===== src/rtl/signature_frame_tx_pkg.sv =====
// rtl/signature_frame_tx_pkg.sv - shared record, SOF constant and state types for the signature link
package sig_pkg;

    localparam logic [7:0] SIG_SOF = 8'hA5;

    typedef struct packed {
        logic [7:0] region;
        logic [7:0] auth_level;
        logic [7:0] expiry;
        logic [7:0] signature_id;
    } sig_record_t;

    typedef enum logic [2:0] {
        IDLE,
        SOF,
        REGION,
        AUTH,
        EXPIRY,
        SIGID,
`ifdef SIG_TX_CHECKSUM_EN
        CSUM,
`endif
        GAP
    } sig_tx_state_t;

endpackage


===== src/rtl/signature_frame_tx_if.sv =====
// rtl/signature_frame_tx_if.sv - record input handshake and framed byte stream of signature_frame_tx
interface signature_frame_tx_if;
    logic       rec_valid;
    logic       rec_ready;
    logic [7:0] region;
    logic [7:0] auth_level;
    logic [7:0] expiry;
    logic [7:0] signature_id;
    logic       tx_valid;
    logic       tx_ready;
    logic [7:0] tx_data;
    logic       tx_last;

    // master is the framer: it accepts records and drives the byte stream
    modport master (
        input  rec_valid, region, auth_level, expiry, signature_id, tx_ready,
        output rec_ready, tx_valid, tx_data, tx_last
    );

    modport slave (
        output rec_valid, region, auth_level, expiry, signature_id, tx_ready,
        input  rec_ready, tx_valid, tx_data, tx_last
    );
endinterface


===== src/rtl/signature_frame_tx.sv =====
// rtl/signature_frame_tx.sv - serializes signature records into SOF-framed bytes; SIG_TX_CHECKSUM_EN adds XOR checksum byte
module signature_frame_tx
    import sig_pkg::*;
#(
    parameter logic [7:0]  SOF_BYTE   = SIG_SOF,
    parameter int unsigned GAP_CYCLES = 2
) (
    input  logic                       clk,
    input  logic                       rst,
    signature_frame_tx_if.master       link,
    output logic                       busy,
    output logic [15:0]                frames_sent
);

    localparam logic [3:0] GAP_LOAD = (GAP_CYCLES == 0) ? 4'd0 : 4'(GAP_CYCLES - 1);
    localparam sig_tx_state_t AFTER_LAST = (GAP_CYCLES == 0) ? IDLE : GAP;

    sig_tx_state_t state;
    sig_tx_state_t state_nxt;
    sig_record_t   rec_q;
    logic [3:0]    gap_cnt;
    logic [15:0]   frame_cnt;
    logic          tx_valid_d;
    logic          tx_last_d;
    logic [7:0]    tx_byte;
    logic          final_fire;

`ifdef SIG_TX_CHECKSUM_EN
    logic [7:0] csum;
    assign csum = SOF_BYTE ^ rec_q.region ^ rec_q.auth_level ^ rec_q.expiry ^ rec_q.signature_id;
`endif

    always_comb begin
        state_nxt  = state;
        tx_valid_d = 1'b1;
        tx_last_d  = 1'b0;
        tx_byte    = 8'h00;
        case (state)
            IDLE: begin
                tx_valid_d = 1'b0;
                if (link.rec_valid) state_nxt = SOF;
            end
            SOF: begin
                tx_byte = SOF_BYTE;
                if (link.tx_ready) state_nxt = REGION;
            end
            REGION: begin
                tx_byte = rec_q.region;
                if (link.tx_ready) state_nxt = AUTH;
            end
            AUTH: begin
                tx_byte = rec_q.auth_level;
                if (link.tx_ready) state_nxt = EXPIRY;
            end
            EXPIRY: begin
                tx_byte = rec_q.expiry;
                if (link.tx_ready) state_nxt = SIGID;
            end
            SIGID: begin
                tx_byte = rec_q.signature_id;
`ifdef SIG_TX_CHECKSUM_EN
                if (link.tx_ready) state_nxt = CSUM;
`else
                tx_last_d = 1'b1;
                if (link.tx_ready) state_nxt = AFTER_LAST;
`endif
            end
`ifdef SIG_TX_CHECKSUM_EN
            CSUM: begin
                tx_byte   = csum;
                tx_last_d = 1'b1;
                if (link.tx_ready) state_nxt = AFTER_LAST;
            end
`endif
            GAP: begin
                tx_valid_d = 1'b0;
                if (gap_cnt == 4'd0) state_nxt = IDLE;
            end
            default: begin
                tx_valid_d = 1'b0;
                state_nxt  = IDLE;
            end
        endcase
    end

    assign final_fire = tx_last_d && link.tx_ready;

    always_ff @(posedge clk or posedge rst) begin
        if (rst) begin
            state     <= IDLE;
            rec_q     <= '0;
            gap_cnt   <= 4'd0;
            frame_cnt <= 16'd0;
        end else begin
            state <= state_nxt;
            if (state == IDLE && link.rec_valid) begin
                rec_q <= '{region:       link.region,
                           auth_level:   link.auth_level,
                           expiry:       link.expiry,
                           signature_id: link.signature_id};
            end
            // gap counter is loaded on the last byte so GAP lasts exactly GAP_CYCLES cycles
            if (final_fire) begin
                frame_cnt <= frame_cnt + 16'd1;
                gap_cnt   <= GAP_LOAD;
            end else if (state == GAP && gap_cnt != 4'd0) begin
                gap_cnt <= gap_cnt - 4'd1;
            end
        end
    end

    assign link.rec_ready = (state == IDLE);
    assign link.tx_valid  = tx_valid_d;
    assign link.tx_data   = tx_byte;
    assign link.tx_last   = tx_last_d;
    assign busy           = (state != IDLE);
    assign frames_sent    = frame_cnt;

endmodule


===== src/flat_wrapper.sv =====
// flat-port wrapper written by rule: the top's interface ports become plain ports
module signature_frame_tx_flat import sig_pkg::*;
#(
    parameter logic [7:0]  SOF_BYTE   = SIG_SOF,
    parameter int unsigned GAP_CYCLES = 2
)
  (clk, rst, busy, frames_sent, link_rec_valid, link_region, link_auth_level, link_expiry, link_signature_id, link_tx_ready, link_rec_ready, link_tx_valid, link_tx_data, link_tx_last);
  signature_frame_tx_if link_i ();
  input  logic clk;
  input  logic rst;
  output logic busy;
  output logic [15:0] frames_sent;
  input wire logic [$bits(link_i.rec_valid)-1:0] link_rec_valid;
  input wire logic [$bits(link_i.region)-1:0] link_region;
  input wire logic [$bits(link_i.auth_level)-1:0] link_auth_level;
  input wire logic [$bits(link_i.expiry)-1:0] link_expiry;
  input wire logic [$bits(link_i.signature_id)-1:0] link_signature_id;
  input wire logic [$bits(link_i.tx_ready)-1:0] link_tx_ready;
  output wire logic [$bits(link_i.rec_ready)-1:0] link_rec_ready;
  output wire logic [$bits(link_i.tx_valid)-1:0] link_tx_valid;
  output wire logic [$bits(link_i.tx_data)-1:0] link_tx_data;
  output wire logic [$bits(link_i.tx_last)-1:0] link_tx_last;
  assign link_i.rec_valid = link_rec_valid;
  assign link_i.region = link_region;
  assign link_i.auth_level = link_auth_level;
  assign link_i.expiry = link_expiry;
  assign link_i.signature_id = link_signature_id;
  assign link_i.tx_ready = link_tx_ready;
  assign link_rec_ready = link_i.rec_ready;
  assign link_tx_valid = link_i.tx_valid;
  assign link_tx_data = link_i.tx_data;
  assign link_tx_last = link_i.tx_last;
  signature_frame_tx #(.SOF_BYTE(SOF_BYTE), .GAP_CYCLES(GAP_CYCLES)) u_core (.clk(clk), .rst(rst), .link(link_i), .busy(busy), .frames_sent(frames_sent));
endmodule

===== config.mk =====
export PLATFORM = sky130hd
export DESIGN_NAME = signature_frame_tx_flat
export DESIGN_NICKNAME = d
export VERILOG_FILES = /design/src/rtl/signature_frame_tx_pkg.sv /design/src/rtl/signature_frame_tx_if.sv /design/src/rtl/signature_frame_tx.sv /design/src/flat_wrapper.sv
export SDC_FILE = /design/constraint.sdc
export NUM_CORES = 1
export LEC_CHECK = 0
export ABC_AREA = 1
export CAP_MARGIN = 30
export CORE_ASPECT_RATIO = 1.2
export CORE_UTILIZATION = 51
export DETAILED_ROUTE_END_ITERATION = 10
export GPL_TIMING_DRIVEN = 0
export PLACE_DENSITY = 0.81
export RECOVER_POWER = 100
export SETUP_SLACK_MARGIN = 0.5
export SYNTH_ARGS = -nofsm -noshare
export SYNTH_HDL_FRONTEND = slang
export SYNTH_SLANG_ARGS = --single-unit

===== constraint.sdc =====
create_clock -name clk -period 2.14 [get_ports clk]
set_input_delay 0.642 -clock clk [delete_from_list [all_inputs] [get_ports clk]]
set_output_delay 0.642 -clock clk [all_outputs]
set_load 0.01 [all_outputs]

==> metrics.md, run 1 <==
| Metric | Value |
|---|---|
| Post-synth cell types | `33` |
| FF+latch count, synth | `55` |
| Critical-path cell list | `inv_4 -> nand3_4 -> inv_4 -> buf_6 -> nand2_1 -> nand3_2 -> nor2_4 -> nor2_2 -> buf_2` |
| Antenna Cells | `0` |
| CTS max path bufs | `2` |
| CTS H-Tree Depth | `2` |
| Status | `complete, but fails checks` |
| Worst slew pin tran | `1.11 ns` |
| Drt first pass iters | `6` |
| Max Transition Viols Final | `0` |
| Unrepaired setup endpoints after global routing | `yes` |
| Placed Cells | `490` |
| Global-route wire length before repair | `13,300 µm` |
| GP Congestion | `0.805` |
| Overall die width | `70.8 µm` |
| Design Area, Final | `4430 µm²` |
| Syn-to-layout area delta | `53.0%` |
| Worst-path clk slew | `0.10 ns` |
| Critical path type | `register to output pin` |
| Synthesized Nets | `406` |
| Clock power frac | `10.7%` |
| Clock latency on the worst-skew pair | `0.31 ns` |
| Pint | `3.00 mW` |
| Yosys warning count | `0` |
| Fillers | `334` |
| Switching power | `2.32 mW` |
| Layout Cells excl Fill | `557` |
| Fmax | `425 MHz` |
| Largest net degree at the start of global routing | `33` |
| Share of cells above drive strength 1 | `31.7%` |
| CP endpoint kind | `output pin` |
| Slew HR | `25.9%` |
| HPWL Detailed | `4660 µm` |
| Max-Cap Viols | `0` |
| Core Region | `5370 µm²` |
| Part of the power in combinational logic | `58.0%` |
| Final setup viols | `10` |
| Startpoint Class | `register` |
| Reg-to-reg critical path startpoint | `u_core.state[2]` |
| Post-synthesis sequential area ratio | `47.5%` |
| DR vias/cell | `5.36` |
| FF/Latch Area | `1380 µm²` |
| R2R Path End | `u_core.frames_sent[15]` |
| Final setup skew | `0.00664 ns` |
| Total track usage | `28.5%` |
| Final WS setup | `-0.213 ns` |
| Commonest non-fill, non-tap cell in the layout | `nand2_1` |
| CTS Hold Bufs | `0` |
| DP Worst Slack | `-0.285 ns` |
| Switching Fraction | `43.6%` |
| TritonCTS Sinks | `55` |
| Port Buffers | `63` |
| Critical path destination | `link_tx_data[0]` |
| Critical path arrival | `1.71 ns` |
| DRC | `0` |
| Multi-input combinational cell area | `1520 µm²` |
| Initial antenna violation count | `0` |
| CTS tree | `built` |
| Post-synthesis cell count | `364` |
| Mapped Area | `2900 µm²` |
| Top cell by count, worst path | `inv_4` |
| Pwr/cell area | `1200 nW/µm²` |
| CTS root buffer | `clkbuf_8` |
| Fin Setup TNS | `-1.67 ns` |
| Worst R2R Setup Slack | `0.23 ns` |
| Number of routed nets with antenna violations | `0` |
| Die ar. | `5990 µm²` |
| Most frequent cells in the layout | `100 x nand2_1, 49 x dfrtp_1, 47 x buf_4` |
| Critical path origin | `u_core.state[2]` |
| # rows | `29` |
| # nets final | `536` |
| CP Max Fanout | `6` |
| Final Hold Viols | `0` |
| Failing checks | `setup timing` |
| IO Pins | `64` |
| Register-to-Register Path Depth | `7` |
| WL/cell | `16.5 µm` |
| Sequential Power Share | `31.3%` |
| Vias in the first global route | `2,877` |
| Vias | `2,986` |
| Die Ht | `84.6 µm` |
| Iter 0 DRT Violations | `252` |
| Lkg Pwr | `2.31 nW` |
| Drt total wl | `9180 µm` |
| Tmin final | `2.35 ns` |
| Worst VDD drop | `0.715 mV` |
| Area post-placement | `3720 µm²` |
| Max stage delay on crit path | `0.51 ns` |
| Tcrit/Tclk final | `110%` |
| Starting Density | `54.0%` |
| Hold crit path type | `register to register` |
| Slowest-stage cell, CP | `dfrtp_2` |
| WP data required | `1.50 ns` |
| Num CTS Buffers | `5` |
| Mapped Avg Cell Area | `7.96 µm²` |
| GRT overflow | `0` |
[stage by stage]
| step | total power [mW] | utilization, % | hold WS (ns) |
|---|---|---|---|
| floorplan | 3.08 | - | 0.442 |
| global placement | 3.76 | 68.9 | 0.455 |
| detailed placement | 3.83 | 69.3 | 0.459 |
| CTS | 4.82 | 78.4 | 0.482 |
| global route | 5.61 | 82.5 | 0.505 |
| finish | 5.33 | 82.5 | 0.482 |
[synthesized netlist by cell type, drive strengths merged]
| master | instances | area, µm² |
|---|---|---|
| a21oi | 14 | 73.8 |
| o211ai | 1 | 7.51 |
| o21ai | 5 | 25.0 |
| nand4 | 4 | 40.0 |
| or2 | 1 | 6.26 |
| inv | 41 | 154 |
| nor3 | 1 | 5.00 |
| clkbuf | 2 | 7.51 |
| nand3 | 40 | 213 |
| a31oi | 1 | 6.26 |
| nand3b | 3 | 22.5 |
| nand2 | 115 | 452 |
| dfrtp | 55 | 1380 |
| o22ai | 4 | 25.0 |
| o31ai | 1 | 7.51 |
| xnor2 | 5 | 43.8 |
| nor2 | 51 | 236 |
| ha | 6 | 75.1 |
| buf | 7 | 52.5 |
| xor2 | 7 | 68.8 |
[worst max-delay path: cells and delay by family, from the launching register on]
kind,cells,cell delay [ns]
buffers and inverters,4,0.39
AND/OR/NAND/NOR,5,0.50
flip-flops,1,0.51
[final cells by class]
type,instances,share of cell area (%)
clock buffers,7,1.72
flip-flops and latches,55,31.2
well taps,62,1.75
clock inverters,1,0.113
repair buffers,123,24.5
inverters,41,4.40
plain buffers,9,1.98
multi-input cells,259,34.3
[kinds of logic (layout without fill, tap and decap cells)]
kind of cell / after synthesis / count (layout) / share of synthesized area, %
simple gates: 215 / 215 / 33.6
flops: 55 / 55 / 47.5
buf+inv: 50 / 181 / 7.38
compound gates: 26 / 26 / 5.01
xor+xnor: 12 / 12 / 3.89
fa+ha+maj: 6 / 6 / 2.59
[worst min path at each step]
stage                                 from          endpoint  cells past startpoint
after floorplan            u_core.rec_q[0]   u_core.rec_q[0]                      2
after global placement    u_core.rec_q[30]  u_core.rec_q[30]                      2
after detailed placement  u_core.rec_q[23]  u_core.rec_q[23]                      2
after CTS                 u_core.rec_q[23]  u_core.rec_q[23]                      2
after global routing      u_core.rec_q[26]  u_core.rec_q[26]                      2
final                     u_core.rec_q[13]  u_core.rec_q[13]                      2
[repair_timing]
| item | CTS | global route |
|---|---|---|
| endpoints found under the setup margin | 33 | 63 |
| resized for setup | 114 | 55 |
| buffers inserted | 42 | 17 |
| hold endpoints to repair | 0 | 0 |
| pin swaps | 16 | 18 |
[per-layer routing]
metal | wire (µm) | up-vias | global-route usage [%]
met4 | 387 | 0 | 11.5
met1 | 3610 | 1440 | 34.8
met3 | 422 | 35 | 3.72
met2 | 4760 | 109 | 50.7
met5 | 0 | - | 0
li1 | - | 1402 | -
[flip-flops by register name, summed over array words and instances, names as in the netlist]
signal and cells:
u_core.frames_sent 16, u_core.gap_cnt 4, u_core.rec_q 32, u_core.state 3
[power groups by stage]
| stage | sequential (mW) | clock, mW | combinational (mW) |
|---|---|---|---|
| finish | 1.67 | 0.570 | 3.09 |
| floorplan | 1.64 | 0 | 1.44 |
| CTS | 1.63 | 0.579 | 2.61 |
| detailed placement | 1.68 | 0 | 2.15 |
| global route | 1.70 | 0.623 | 3.29 |
| global placement | 1.67 | 0 | 2.10 |
Note: power is estimated with default switching activity, not from simulation.
==> run 2: changes to the inputs <==
Settings changed: CORE_UTILIZATION 51 to 56, CTS_BUF_LIST set to sky130_fd_sc_hd__clkbuf_4 sky130_fd_sc_hd__clkbuf_8, PLACE_DENSITY 0.81 to 0.87.
Clock period 2.14 ns to 2.9 ns, I/O delays scaled along.
==> metrics.md, run 2 (synthesis gave the netlist of run 1 again) <==
| Metric | Value |
|---|---|
| HPWL Detailed | `4780 µm (was 4660 µm)` |
| # rows | `28 (was 29)` |
| Fin Setup TNS | `0 ns (was -1.67 ns)` |
| Vias in the first global route | `2,781 (was 2,877)` |
| Layout Cells excl Fill | `540 (was 557)` |
| CTS H-Tree Depth | `2 (unchanged)` |
| Largest net degree at the start of global routing | `41 (was 33)` |
| Drt total wl | `9560 µm (was 9180 µm)` |
| Max-Cap Viols | `0 (unchanged)` |
| CP endpoint kind | `output pin (unchanged)` |
| Num CTS Buffers | `5 (unchanged)` |
| Critical path type | `register to output pin (unchanged)` |
| Status | `finished clean (was complete, but fails checks)` |
| DRC | `0 (unchanged)` |
| Critical path arrival | `1.87 ns (was 1.71 ns)` |
| Initial antenna violation count | `0 (unchanged)` |
| # nets final | `521 (was 536)` |
| Tcrit/Tclk final | `94.4%` |
| Clock latency on the worst-skew pair | `0.32 ns (was 0.31 ns)` |
| Slew HR | `55.6% (was 25.9%)` |
| Min-delay src | `u_core.rec_q[18] (was u_core.rec_q[13])` |
| Core Region | `4940 µm² (was 5370 µm²)` |
| Tmin final | `2.74 ns` |
| Overall die width | `67.7 µm (was 70.8 µm)` |
| DP Worst Slack | `0.108 ns (was -0.285 ns)` |
| Reg-to-reg critical path startpoint | `u_core.state[2] (unchanged)` |
| TritonCTS Sinks | `55 (unchanged)` |
| Final setup viols | `0 (was 10)` |
| CTS tree | `built (unchanged)` |
| IO Pins | `64 (unchanged)` |
| Max reg flops | `32 (unchanged)` |
| Commonest non-fill, non-tap cell in the layout | `nand2_1 (unchanged)` |
| Total track usage | `32.4% (was 28.5%)` |
| CP Max Fanout | `5 (was 6)` |
| Placed Cells | `488 (was 490)` |
| Iter 0 DRT Violations | `281 (was 252)` |
| Starting Density | `58.7% (was 54.0%)` |
| Most frequent cells in the layout | `104 x nand2_1, 54 x dfrtp_1, 47 x nor2_1 (was 100 x nand2_1, 49 x dfrtp_1, 47 x buf_4)` |
| DR vias/cell | `5.74 (was 5.36)` |
| Worst slew pin tran | `0.666 ns (was 1.11 ns)` |
| Die ar. | `5470 µm² (was 5990 µm²)` |
| CTS Hold Bufs | `0 (unchanged)` |
| Global-route wire length before repair | `13,100 µm (was 13,300 µm)` |
| Antenna Cells | `0 (unchanged)` |
| CTS max path bufs | `2 (unchanged)` |
| Pwr/cell area | `931 nW/µm² (was 1200 nW/µm²)` |
| WL/cell | `17.7 µm (was 16.5 µm)` |
| Final setup skew | `0.0114 ns (was 0.00664 ns)` |
| WP data required | `2.03 ns (was 1.50 ns)` |
| Lkg Pwr | `2.17 nW (was 2.31 nW)` |
| Drt first pass iters | `4 (was 6)` |
| Hold crit path type | `register to register (unchanged)` |
| Final Hold Viols | `0 (unchanged)` |
| Die Ht | `80.8 µm (was 84.6 µm)` |
| Worst VDD drop | `0.655 mV (was 0.715 mV)` |
| GP Congestion | `0.830 (was 0.805)` |
| Syn-to-layout area delta | `42.7% (was 53.0%)` |
| Max Transition Viols Final | `0 (unchanged)` |
| Startpoint Class | `register (unchanged)` |
| Port Buffers | `63 (unchanged)` |
| Unrepaired setup endpoints after global routing | `yes (unchanged)` |
| Worst-path clk slew | `0.09 ns (was 0.10 ns)` |
| Vias | `3,099 (was 2,986)` |
| Critical path origin | `u_core.state[2] (unchanged)` |
| Number of routed nets with antenna violations | `0 (unchanged)` |
| CTS root buffer | `clkbuf_8 (unchanged)` |
| Fmax | `365 MHz` |
| GRT overflow | `0 (unchanged)` |
| Share of cells above drive strength 1 | `21.0% (was 31.7%)` |
| Final WS setup | `0.164 ns (was -0.213 ns)` |
| Largest Register | `u_core.rec_q (unchanged)` |
-- run 2: changes by cell type in the layout (fill, tap and decap cells not counted), moves of 9 or more --
cell	previous run	this run
buf_4	47	33
nor2_2	13	3
dlygate4sd3_1	2	19
clkdlybuf4s15_1	11	0
nor2_1	33	47
buf_6	23	14
-- run 2: timing repair --
item / 4_1_cts / 5_1_grt
setup endpoints to repair: 12 / 11
pin swaps: 6 / 12
setup buffers: 25 / 19
endpoints found under the hold margin: 0 / 0
resized for setup: 85 / 26
-- run 2: cell type report --
class | instances | area (µm²)
clock buffers | 7 | 83.8
multi-input cells | 259 | 1360
inverters | 41 | 186
fillers | 278 | 805
repair buffers | 108 | 993
plain buffers | 9 | 53.8
clock inverters | 1 | 5.00
well taps | 60 | 75.1
flip-flops and latches | 55 | 1380
-- run 2: report_power, final --
| group | internal (mW) | switching (mW) | leakage [nW] |
|---|---|---|---|
| combinational | 0.954 | 1.20 | 1.45 |
| clock | 0.189 | 0.257 | 0.0491 |
| sequential | 1.04 | 0.205 | 0.670 |
| total | 2.18 | 1.67 | 2.17 |
-- run 2: critical path, stage by stage (launching register included) --
cell     delay [ns]
dfrtp_1        0.53
buf_6          0.15
buf_12         0.11
nand3_4        0.13
o22ai_1        0.21
nor2_1         0.09
nor2_1         0.15
buf_2          0.18
-- run 2: worst paths after layout --
check                                               to  slack, ns  depth (start not counted)
worst max-delay path                   link_tx_data[4]       0.16                          7
worst min-delay path                  u_core.rec_q[18]       0.48                          2
worst max register to register  u_core.frames_sent[14]       0.40                         11
worst min register to register        u_core.rec_q[18]       0.48                          2
max in group asynchronous              u_core.state[1]       1.17                          3
min in group asynchronous             u_core.rec_q[23]       1.09                          2
-- run 2: through the flow --
stage	util [%]	hold slack, ns	instance area [µm²]	power, mW
floorplan	-	0.442	2900	2.13
global placement	72.9	0.454	3600	2.61
detailed placement	73.4	0.459	3620	2.66
CTS	81.1	0.481	4010	3.42
global route	83.7	0.503	4140	4.06
finish	83.7	0.482	4140	3.85
-- run 2: layer usage --
layer / routed length [µm] / global-route usage (%) / vias up / part of all wire [%]
met5: 0 / 0 / - / 0
met4: 560 / 11.7 / 0 / 5.9
met3: 605 / 5.90 / 56 / 6.3
met2: 4840 / 55.8 / 175 / 51
met1: 3560 / 39.8 / 1497 / 37
li1: - / - / 1371 / -
